**src/rtl/seg_disp_arbiter_if.sv**
```systemverilog
// Request/display bundle between three display requesters and seg_disp_arbiter.
// The requester side drives levels and values; the arbiter drives the latched display value.
interface seg_disp_arbiter_if;
    logic [2:0]  req;
    logic [23:0] req_data0;
    logic [23:0] req_data1;
    logic [23:0] req_data2;
    logic [2:0]  ack;
    logic [7:0]  data0;
    logic [7:0]  data1;
    logic [7:0]  data2;
    logic [1:0]  owner;
    logic        busy;

    modport master (
        output req,
        output req_data0,
        output req_data1,
        output req_data2,
        input  ack,
        input  data0,
        input  data1,
        input  data2,
        input  owner,
        input  busy
    );

    modport slave (
        input  req,
        input  req_data0,
        input  req_data1,
        input  req_data2,
        output ack,
        output data0,
        output data1,
        output data2,
        output owner,
        output busy
    );
endinterface

```
**src/rtl/seg_disp_arbiter.sv**
```systemverilog
// Round-robin arbiter that hands a 6-digit hex display to one of three requesters
// and holds ownership for DWELL cycles, allowing the owner to refresh its value meanwhile.
module seg_disp_arbiter #(
    parameter logic [31:0] DWELL = 32'd5_000_000
) (
    input  logic              sys_clk,
    input  logic              sys_rst_n,
    seg_disp_arbiter_if.slave bus
);

    localparam logic [0:0] ST_IDLE  = 1'b0;
    localparam logic [0:0] ST_HOLD  = 1'b1;
    localparam logic [1:0] NO_OWNER = 2'd3;

    logic [0:0]  state_reg;
    logic [0:0]  state_next;
    logic [31:0] dwell_cnt_reg;
    logic [31:0] dwell_cnt_next;
    logic [1:0]  owner_reg;
    logic [1:0]  owner_next;
    logic [2:0]  ack_reg;
    logic [2:0]  ack_next;
    logic [23:0] value_reg;
    logic [23:0] value_next;

    // Index 3 is a dummy slot so a 2-bit owner code can address the tables directly.
    logic [23:0] req_data_arr [4];
    logic [3:0]  req_ext;

    logic [1:0]  rr_start;
    logic [1:0]  cand_idx [3];
    logic [2:0]  cand_req;
    logic [1:0]  winner;
    logic        any_req;
    logic        owner_req;
    logic        dwell_expire;
    logic        ack_fire;
    logic [1:0]  ack_sel;

    assign req_ext = {1'b0, bus.req};

    genvar gi;
    generate
        for (gi = 0; gi < 4; gi++) begin : g_req_data
            if (gi == 0) begin : g_d0
                assign req_data_arr[gi] = bus.req_data0;
            end else if (gi == 1) begin : g_d1
                assign req_data_arr[gi] = bus.req_data1;
            end else if (gi == 2) begin : g_d2
                assign req_data_arr[gi] = bus.req_data2;
            end else begin : g_dnone
                assign req_data_arr[gi] = 24'h00_0000;
            end
        end
    endgenerate

    // Search starts just past the current owner, so the last owner ranks lowest.
    always_comb begin
        rr_start = 2'd0;
        if (owner_reg < 2'd2) begin
            rr_start = owner_reg + 2'd1;
        end
    end

    generate
        for (gi = 0; gi < 3; gi++) begin : g_cand
            logic [2:0] sum;
            assign sum          = {1'b0, rr_start} + 3'(gi);
            assign cand_idx[gi] = (sum >= 3'd3) ? 2'(sum - 3'd3) : sum[1:0];
            assign cand_req[gi] = req_ext[cand_idx[gi]];
        end
    endgenerate

    always_comb begin
        winner = cand_idx[2];
        if (cand_req[0]) begin
            winner = cand_idx[0];
        end else if (cand_req[1]) begin
            winner = cand_idx[1];
        end
    end

    assign any_req      = |bus.req;
    assign owner_req    = req_ext[owner_reg];
    assign dwell_expire = (dwell_cnt_reg == (DWELL - 32'd1));

    always_comb begin
        state_next     = state_reg;
        dwell_cnt_next = dwell_cnt_reg;
        owner_next     = owner_reg;
        value_next     = value_reg;
        ack_fire       = 1'b0;
        ack_sel        = 2'd0;
        case (state_reg)
            ST_IDLE: begin
                if (any_req) begin
                    ack_fire       = 1'b1;
                    ack_sel        = winner;
                    value_next     = req_data_arr[winner];
                    owner_next     = winner;
                    dwell_cnt_next = 32'd0;
                    state_next     = ST_HOLD;
                end
            end
            ST_HOLD: begin
                // Expiry wins over a simultaneous refresh from the owner.
                if (dwell_expire) begin
                    state_next     = ST_IDLE;
                    dwell_cnt_next = 32'd0;
                end else begin
                    dwell_cnt_next = dwell_cnt_reg + 32'd1;
                    if (owner_req) begin
                        ack_fire   = 1'b1;
                        ack_sel    = owner_reg;
                        value_next = req_data_arr[owner_reg];
                    end
                end
            end
            default: begin
                state_next = ST_IDLE;
            end
        endcase
    end

    generate
        for (gi = 0; gi < 3; gi++) begin : g_ack
            assign ack_next[gi] = ack_fire && (ack_sel == 2'(gi));
        end
    endgenerate

    always_ff @(posedge sys_clk or negedge sys_rst_n) begin
        if (!sys_rst_n) begin
            state_reg     <= ST_IDLE;
            dwell_cnt_reg <= 32'd0;
            owner_reg     <= NO_OWNER;
            ack_reg       <= 3'b000;
            value_reg     <= 24'h00_0000;
        end else begin
            state_reg     <= state_next;
            dwell_cnt_reg <= dwell_cnt_next;
            owner_reg     <= owner_next;
            ack_reg       <= ack_next;
            value_reg     <= value_next;
        end
    end

    assign bus.ack   = ack_reg;
    assign bus.data0 = value_reg[7:0];
    assign bus.data1 = value_reg[15:8];
    assign bus.data2 = value_reg[23:16];
    assign bus.owner = owner_reg;
    assign bus.busy  = (state_reg == ST_HOLD);

endmodule

```
**src/flat_wrapper.sv**
```systemverilog
// flat-port wrapper written by rule: the top's interface ports become plain ports
module seg_disp_arbiter_flat 
#(
    parameter logic [31:0] DWELL = 32'd5_000_000
)
  (sys_clk, sys_rst_n, bus_req, bus_req_data0, bus_req_data1, bus_req_data2, bus_ack, bus_data0, bus_data1, bus_data2, bus_owner, bus_busy);
  seg_disp_arbiter_if bus_i ();
  input  logic sys_clk;
  input  logic sys_rst_n;
  input wire logic [$bits(bus_i.req)-1:0] bus_req;
  input wire logic [$bits(bus_i.req_data0)-1:0] bus_req_data0;
  input wire logic [$bits(bus_i.req_data1)-1:0] bus_req_data1;
  input wire logic [$bits(bus_i.req_data2)-1:0] bus_req_data2;
  output wire logic [$bits(bus_i.ack)-1:0] bus_ack;
  output wire logic [$bits(bus_i.data0)-1:0] bus_data0;
  output wire logic [$bits(bus_i.data1)-1:0] bus_data1;
  output wire logic [$bits(bus_i.data2)-1:0] bus_data2;
  output wire logic [$bits(bus_i.owner)-1:0] bus_owner;
  output wire logic [$bits(bus_i.busy)-1:0] bus_busy;
  assign bus_i.req = bus_req;
  assign bus_i.req_data0 = bus_req_data0;
  assign bus_i.req_data1 = bus_req_data1;
  assign bus_i.req_data2 = bus_req_data2;
  assign bus_ack = bus_i.ack;
  assign bus_data0 = bus_i.data0;
  assign bus_data1 = bus_i.data1;
  assign bus_data2 = bus_i.data2;
  assign bus_owner = bus_i.owner;
  assign bus_busy = bus_i.busy;
  seg_disp_arbiter #(.DWELL(DWELL)) u_core (.sys_clk(sys_clk), .sys_rst_n(sys_rst_n), .bus(bus_i));
endmodule
```
**config.mk**
```make
export PLATFORM = sky130hd
export DESIGN_NAME = seg_disp_arbiter_flat
export DESIGN_NICKNAME = d
export VERILOG_FILES = /design/src/rtl/seg_disp_arbiter_if.sv /design/src/rtl/seg_disp_arbiter.sv /design/src/flat_wrapper.sv
export SDC_FILE = /design/constraint.sdc
export NUM_CORES = 1
export LEC_CHECK = 0
export ABC_AREA = 1
export BUFFER_PORTS_ARGS = -buffer_cell sky130_fd_sc_hd__buf_4
export CAP_MARGIN = 20
export CORE_MARGIN = 2
export CORE_UTILIZATION = 35
export DETAILED_ROUTE_END_ITERATION = 7
export PLACE_DENSITY_LB_ADDON = 0.1
export SYNTH_ARGS = -nofsm -noshare
export SYNTH_HDL_FRONTEND = slang
export SYNTH_SLANG_ARGS = --single-unit
```
**constraint.sdc**
```tcl
create_clock -name sys_clk -period 5.2 [get_ports sys_clk]
set_input_delay 0.52 -clock sys_clk [delete_from_list [all_inputs] [get_ports sys_clk]]
set_output_delay 0.52 -clock sys_clk [all_outputs]
set_load 0.02 [all_outputs]
```
* Yosys cells after proc, flatten, opt, wreduce, memory -nomap -nowiden
Index checks and enable logic that the tools add are counted.
** Cells by class
- Add/subtract/negate cells :: 7
- Multiply operators :: 0
- Divide/modulo/power cells :: 0
- $lt $le $gt $ge :: 9
- Equality and inequality tests :: 6
- Shift operators :: 0
- Mux-type cells :: 35
- Bitwise operators :: 3
- Reduce and logical (&&, ||, !) cells :: 7
** Operators by type and width (number)
- 24-bit two-way mux :: 7
- 24-bit binary-select mux with 2-bit select :: 2
- 32-bit two-way mux :: 2
- 32-bit one-hot mux with 2 select lines :: 1
- 24-bit one-hot mux with 2 select lines :: 1
- 32-bit by 1-bit adder with 32-bit output (second input constant) :: 1
- 32-bit by 23-bit equality test with 1-bit output (second input constant) :: 1
- 2-bit two-way mux :: 9
- 2-bit by 3-bit < comparator with 1-bit output (second input constant) :: 3
- 1-bit two-way mux :: 7
- 1-bit binary-select mux with 2-bit select :: 3
- 3-bit by 2-bit >= comparator with 1-bit output (second input constant) :: 2
- 3-bit >= comparator (second input constant) :: 2
- 2-bit inverter with 3-bit output :: 2
- 2-bit subtractor (second input constant) :: 3
- 2-bit != test (second input constant) :: 2
- 1-bit one-hot mux with 2 select lines :: 2
- 2-bit one-hot mux with 2 select lines :: 1
- 2-bit by 1-bit adder with 3-bit output (second input constant) :: 1
- 2-bit by 2-bit adder with 3-bit output (second input constant) :: 1
- 1-bit logical AND :: 3
- 3-bit AND reduction :: 1
- 3-bit OR reduction :: 1
- 2-bit by 1-bit adder with 2-bit output (second input constant) :: 1
- 8 further kinds :: 8
** Storage, ports and cells
- Register bits :: 62
- Bits in latches :: 0
- Memory bits (writable) :: 0
- Bits in read-only memories :: 0
- Bits of input ports :: 77
- Output and inout bits :: 30
- Word-level logic and storage cells :: 72
- Memories kept :: 0

* Longest topological paths before layout
- Depth after elaboration :: 15
- Gate-level depth with buffers :: 12
- Gate-level depth less buffers :: 11

* Least setup slack after synthesis
No wires, ideal clock.
- Kind :: register to register
- Start :: register u_core.owner_reg[1] (netlist: u_core.bus.owner[1])
- End :: register u_core.value_reg[1]
- Setup time :: 0.116 ns
- Arrival time :: 1.562 ns
- Data required time :: 5.084 ns
- Path slack :: 3.522 ns
- Cell stages (with the launch flop) :: 13
- Path buffers :: 1
- Cells stage by stage :: dfstp_2 inv_2 nor2_2 nor2_2 nor2_1 nand2_1 nand2_4 inv_4 buf_6 nand3_2 nand2_1 nand2_1 nand2_1
** On the way
- Cells in the longest elaborated chain, start to end :: 15
- Elaborated cells between the ends (all ways) :: 36
- Those cells by class :: add/sub: 6; order compare: 4; eq/ne: 1; mux: 22; bitwise: 2; reduce/logical: 1
** RTL lines
- from (decl) :: RTL line seg_disp_arbiter.sv:19 : logic [1:0] owner_reg;
- from (signal assigned) :: RTL line seg_disp_arbiter.sv:141 : owner_reg <= owner_next;
- 2-bit by 1-bit adder with 2-bit output or 2-bit < comparator (tied branches) :: RTL line seg_disp_arbiter.sv:61, seg_disp_arbiter.sv:60
- 2-bit two-way mux :: RTL line seg_disp_arbiter.sv:60 : if (owner_reg < 2'd2) begin
- 2-bit by 1-bit adder with 3-bit output :: RTL line seg_disp_arbiter.sv:68 : assign sum = {1'b0, rr_start} + 3'(gi);
- 3-bit by 2-bit >= comparator with 1-bit output or 2-bit subtractor (tied branches) :: RTL line seg_disp_arbiter.sv:69 : assign cand_idx[gi] = (sum >= 3'd3) ? 2'(sum - 3'd3) : sum[1:0];
- 2-bit two-way mux :: RTL line seg_disp_arbiter.sv:69
- 1-bit binary-select mux with 2-bit select :: RTL line seg_disp_arbiter.sv:70 : assign cand_req[gi] = req_ext[cand_idx[gi]];
- 1-bit two-way mux (implied by the code) :: RTL line seg_disp_arbiter.sv:70
- 2-bit two-way mux :: RTL line seg_disp_arbiter.sv:78 : end else if (cand_req[1]) begin
- 2-bit two-way mux :: RTL line seg_disp_arbiter.sv:76 : if (cand_req[0]) begin
- 2-bit inverter with 3-bit output (implied by the code) :: RTL line seg_disp_arbiter.sv:99 : value_next = req_data_arr[winner];
- 24-bit binary-select mux with 2-bit select :: RTL line seg_disp_arbiter.sv:99
- 24-bit two-way mux (implied by the code) (2 in series) :: RTL line seg_disp_arbiter.sv:99
- 24-bit two-way mux :: RTL line seg_disp_arbiter.sv:96 : if (any_req) begin
- 24-bit one-hot mux with 2 select lines :: RTL line seg_disp_arbiter.sv:94 : case (state_reg)
- to (signal assigned) :: RTL line seg_disp_arbiter.sv:143 : value_reg <= value_next;
- to (decl) :: RTL line seg_disp_arbiter.sv:23 : logic [23:0] value_reg;
Several ways; a longest one is shown, not always the timed one. The select of a mux whose other input is x is not followed.
A chain may end at the register's enable or synchronous reset.

* Final worst setup path
- Start :: register u_core.owner_reg[0] (netlist: u_core.bus.owner[0])
- End :: register u_core.value_reg[10]
Same word-level chain as after synthesis.

==> flow_summary_export.csv <==
group,metric,value,unit
clock_network,post_cts_buffers,0,
logic_synthesis,synth_top_family_by_area,"simple AND/OR/NAND/NOR gates",
logic_synthesis,synthMuxAreaShare,0,%
floorplan,start_util,35.9,%
final_layout,final_net_count,914,
floorplan,fp.dieW,121,µm
final_layout,syn2layout_area_growth,25.3,%
timing,maxSlewHeadroom,31.9,%
routing,routedWlPerCell,16.0,µm
final_layout,final_cell_mix,"nand2_1, buf_4, inv_1",
final_layout,multi_input_area,0.00270,mm²
routing,route.vias.total,5332,
final_layout,final_common_cell,"nand2_1",
floorplan,rows,42,
timing,finalClockSkew,0.00552,ns
clock_network,clock_sinks,62,
outcome,status,"finished clean",
critical_path,cp_max_fo,27,
clock_network,cts_tree,"done",
timing,fin_crit_sh,58.6,%
timing,setup_ws,2.15,ns
timing,rsz0062_at_grt,"false",
floorplan,die_y,121,µm
routing,ant_nets,0,
power_and_ir_drop,p_leak,2.94,nW
final_layout,nFillCells,1354,
grt,grt_max_degree,63,
clock_network,h-tree-depth,3,
grt,grtUsageTotal,23.3,%
critical_path,crit_chain,"inv_2 > nor2_4 > o21ai_2 > nand3_2 > nand2_2 > nand2_1 > nand3_2 > nand2_1 > nand2_1 > nand2_1",
clock_network,numCtsBuffers,9,
logic_synthesis,synth_warnings,0,
grt,antenna_found_initial,0,
timing,tns,0,ns
timing,fmax,328,MHz
place,io_buffers,106,
place,dpl.hpwl,11000,µm
grt,grt_pass1_wl,26500,µm
clock_network,cts.repair.resized,0,
timing,setup_violations,0,
routing,via_per_inst,5.24,
critical_path,cpMostUsedCell,"nand2_1",
place,post-place-ws,1.76,ns
power_and_ir_drop,p_per_area,274,mW/mm²
logic_synthesis,synth_compound_area_share,13.5,%
routing,routed_wl,16300,µm
power_and_ir_drop,peakVddDrop,0.000140,V
logic_synthesis,synth-simple-area-share,40.6,%
clock_network,clock_tree.buffer_depth,2,
logic_synthesis,synth-adder-area-share,0.262,%
logic_synthesis,yosysSeqAreaShare,32.6,%
run,drv_cap,0,
critical_path,crit_path_end_kind,"flip-flop",
timing,timing.final.hold_violations,0,
final_layout,diodes,0,
critical_path,critPathLaunchType,"flip-flop",
timing,slew_violations,0,
logic_synthesis,synth-xor-area-share,2.02,%
final_layout,seqCellArea,0.00155,mm²
critical_path,reg2reg_slack,2.15,ns
clock_network,clock-root-buffer,"clkbuf_16",
critical_path,critical_path_class,"reg -> reg",
min_path,min_path_type,"in -> async",
floorplan,fp.coreArea,0.0133,mm²
routing,drc_errors,0,
critical_path,critPathArrivalTime,3.33,ns
routing,drt_first_pass_iters,5,
timing,worst_pin_slew,1.02,ns
critical_path,reg2reg_depth,10,
timing,period_minus_slack,3.05,ns
critical_path,r2r_end,"u_core.value_reg[10]",
critical_path,slowest_delay,0.62,ns
logic_synthesis,syn_nets,825,
logic_synthesis,avgSynthCellArea,6.38,µm²
grt,grt-ovfl-total,0,
critical_path,required,5.48,ns
final_layout,largest_reg_flops,32,
critical_path,critPathSlowestCell,"nor2_4",
logic_synthesis,syn_inst,747,
logic_synthesis,synth_area,0.00477,mm²
clock_network,clock_latency,0.34,ns
logic_synthesis,ys_ff_latch,62,
critical_path,reg2reg_from,"u_core.bus.owner[0]",
place,gp_congestion,0.888,
final_layout,layout-drive-gt1-share,19.7,%
logic_synthesis,synth.distinct_cells,32,
routing,drt_iter0_drc,333,
floorplan,die_area,0.0146,mm²
grt,grt_pass1_vias,5224,
floorplan,ios,107,
clock_network,path_clk_slew,0.06,ns
clock_network,cts_hold_buf,0,
[synth_stat cells (all sizes together)]
cell type	instances	area share (%)
nand2	253	20
inv	92	7.3
nand3	90	12
nor2	70	6.0
dfrtp	60	31
o21ai	50	5.3
a21oi	25	2.7
a211oi	24	3.8
nor3	18	2.0
clkbuf	17	1.3
buf	15	2.4
o22ai	11	1.4
xor2	10	1.8
nand4	6	0.79
dfstp	2	1.1
a22oi	1	0.16
a31oi	1	0.13
ha	1	0.26
xnor2	1	0.18
[worst max-delay path by stage]
| stage | from | to | slack, ns | cells after the start |
|---|---|---|---|---|
| final | u_core.bus.owner[0] | u_core.value_reg[10] | 2.15 | 10 |
| after global routing | u_core.bus.owner[0] | u_core.value_reg[22] | 1.89 | 10 |
| after CTS | u_core.bus.busy | u_core.value_reg[8] | 1.75 | 7 |
| after detailed placement | u_core.bus.busy | u_core.value_reg[21] | 1.76 | 7 |
| after global placement | u_core.bus.busy | u_core.value_reg[5] | 1.96 | 7 |
| after floorplan | u_core.bus.owner[1] | u_core.value_reg[1] | 3.52 | 12 |
[kinds of logic after synthesis]
| kind of cell | Yosys count |
|---|---|
| flip-flops | 62 |
| adder cells (fa/ha/maj) | 1 |
| AO/OA/AOI/OAI | 112 |
| AND/OR/NAND/NOR | 437 |
| buffers and inverters | 124 |
| XOR/XNOR | 11 |
[final cells by class]
cell class / count / share of cell area [%]
sequential: 62 / 26.0
clock inverter: 7 / 1.24
tap: 176 / 3.69
timing repair buffer: 110 / 14.4
inverter: 92 / 5.82
clock buffer: 9 / 3.77
multi-input combinational: 561 / 45.1
[power by group]
part / leakage, nW / internal, mW / switching [mW]
combinational: 1.98 / 0.176 / 0.276
clock: 0.146 / 0.372 / 0.247
sequential: 0.818 / 0.532 / 0.0341
total: 2.94 / 1.08 / 0.557
[metrics by stage]
step	instances	instance area (µm²)	hold WS [ns]	utilization, %	total power [mW]
after floorplan	747	4770	0.224	-	0.832
after global placement	999	5630	0.470	42.3	1.01
after detailed placement	999	5630	0.467	42.3	1.02
after CTS	1015	5930	0.324	44.6	1.65
after global routing	1017	5970	0.354	44.9	1.72
final	1017	5970	0.284	44.9	1.64
[metal layers]
metal | routed length [µm] | GRT usage, %
met5 | 0 | 0
met4 | 252 | 7.49
met3 | 1080 | 5.52
met2 | 7620 | 38.6
met1 | 7350 | 29.9
[critical path: cells and delay by family (launching register included)]
| family | cells | cell delay, ns |
|---|---|---|
| and+or+nand+nor | 8 | 2.17 |
| AOI/OAI and AO/OA | 1 | 0.12 |
| buffers and inverters | 1 | 0.08 |
| DFF | 1 | 0.60 |
Note: power is estimated with default switching activity, not from simulation.
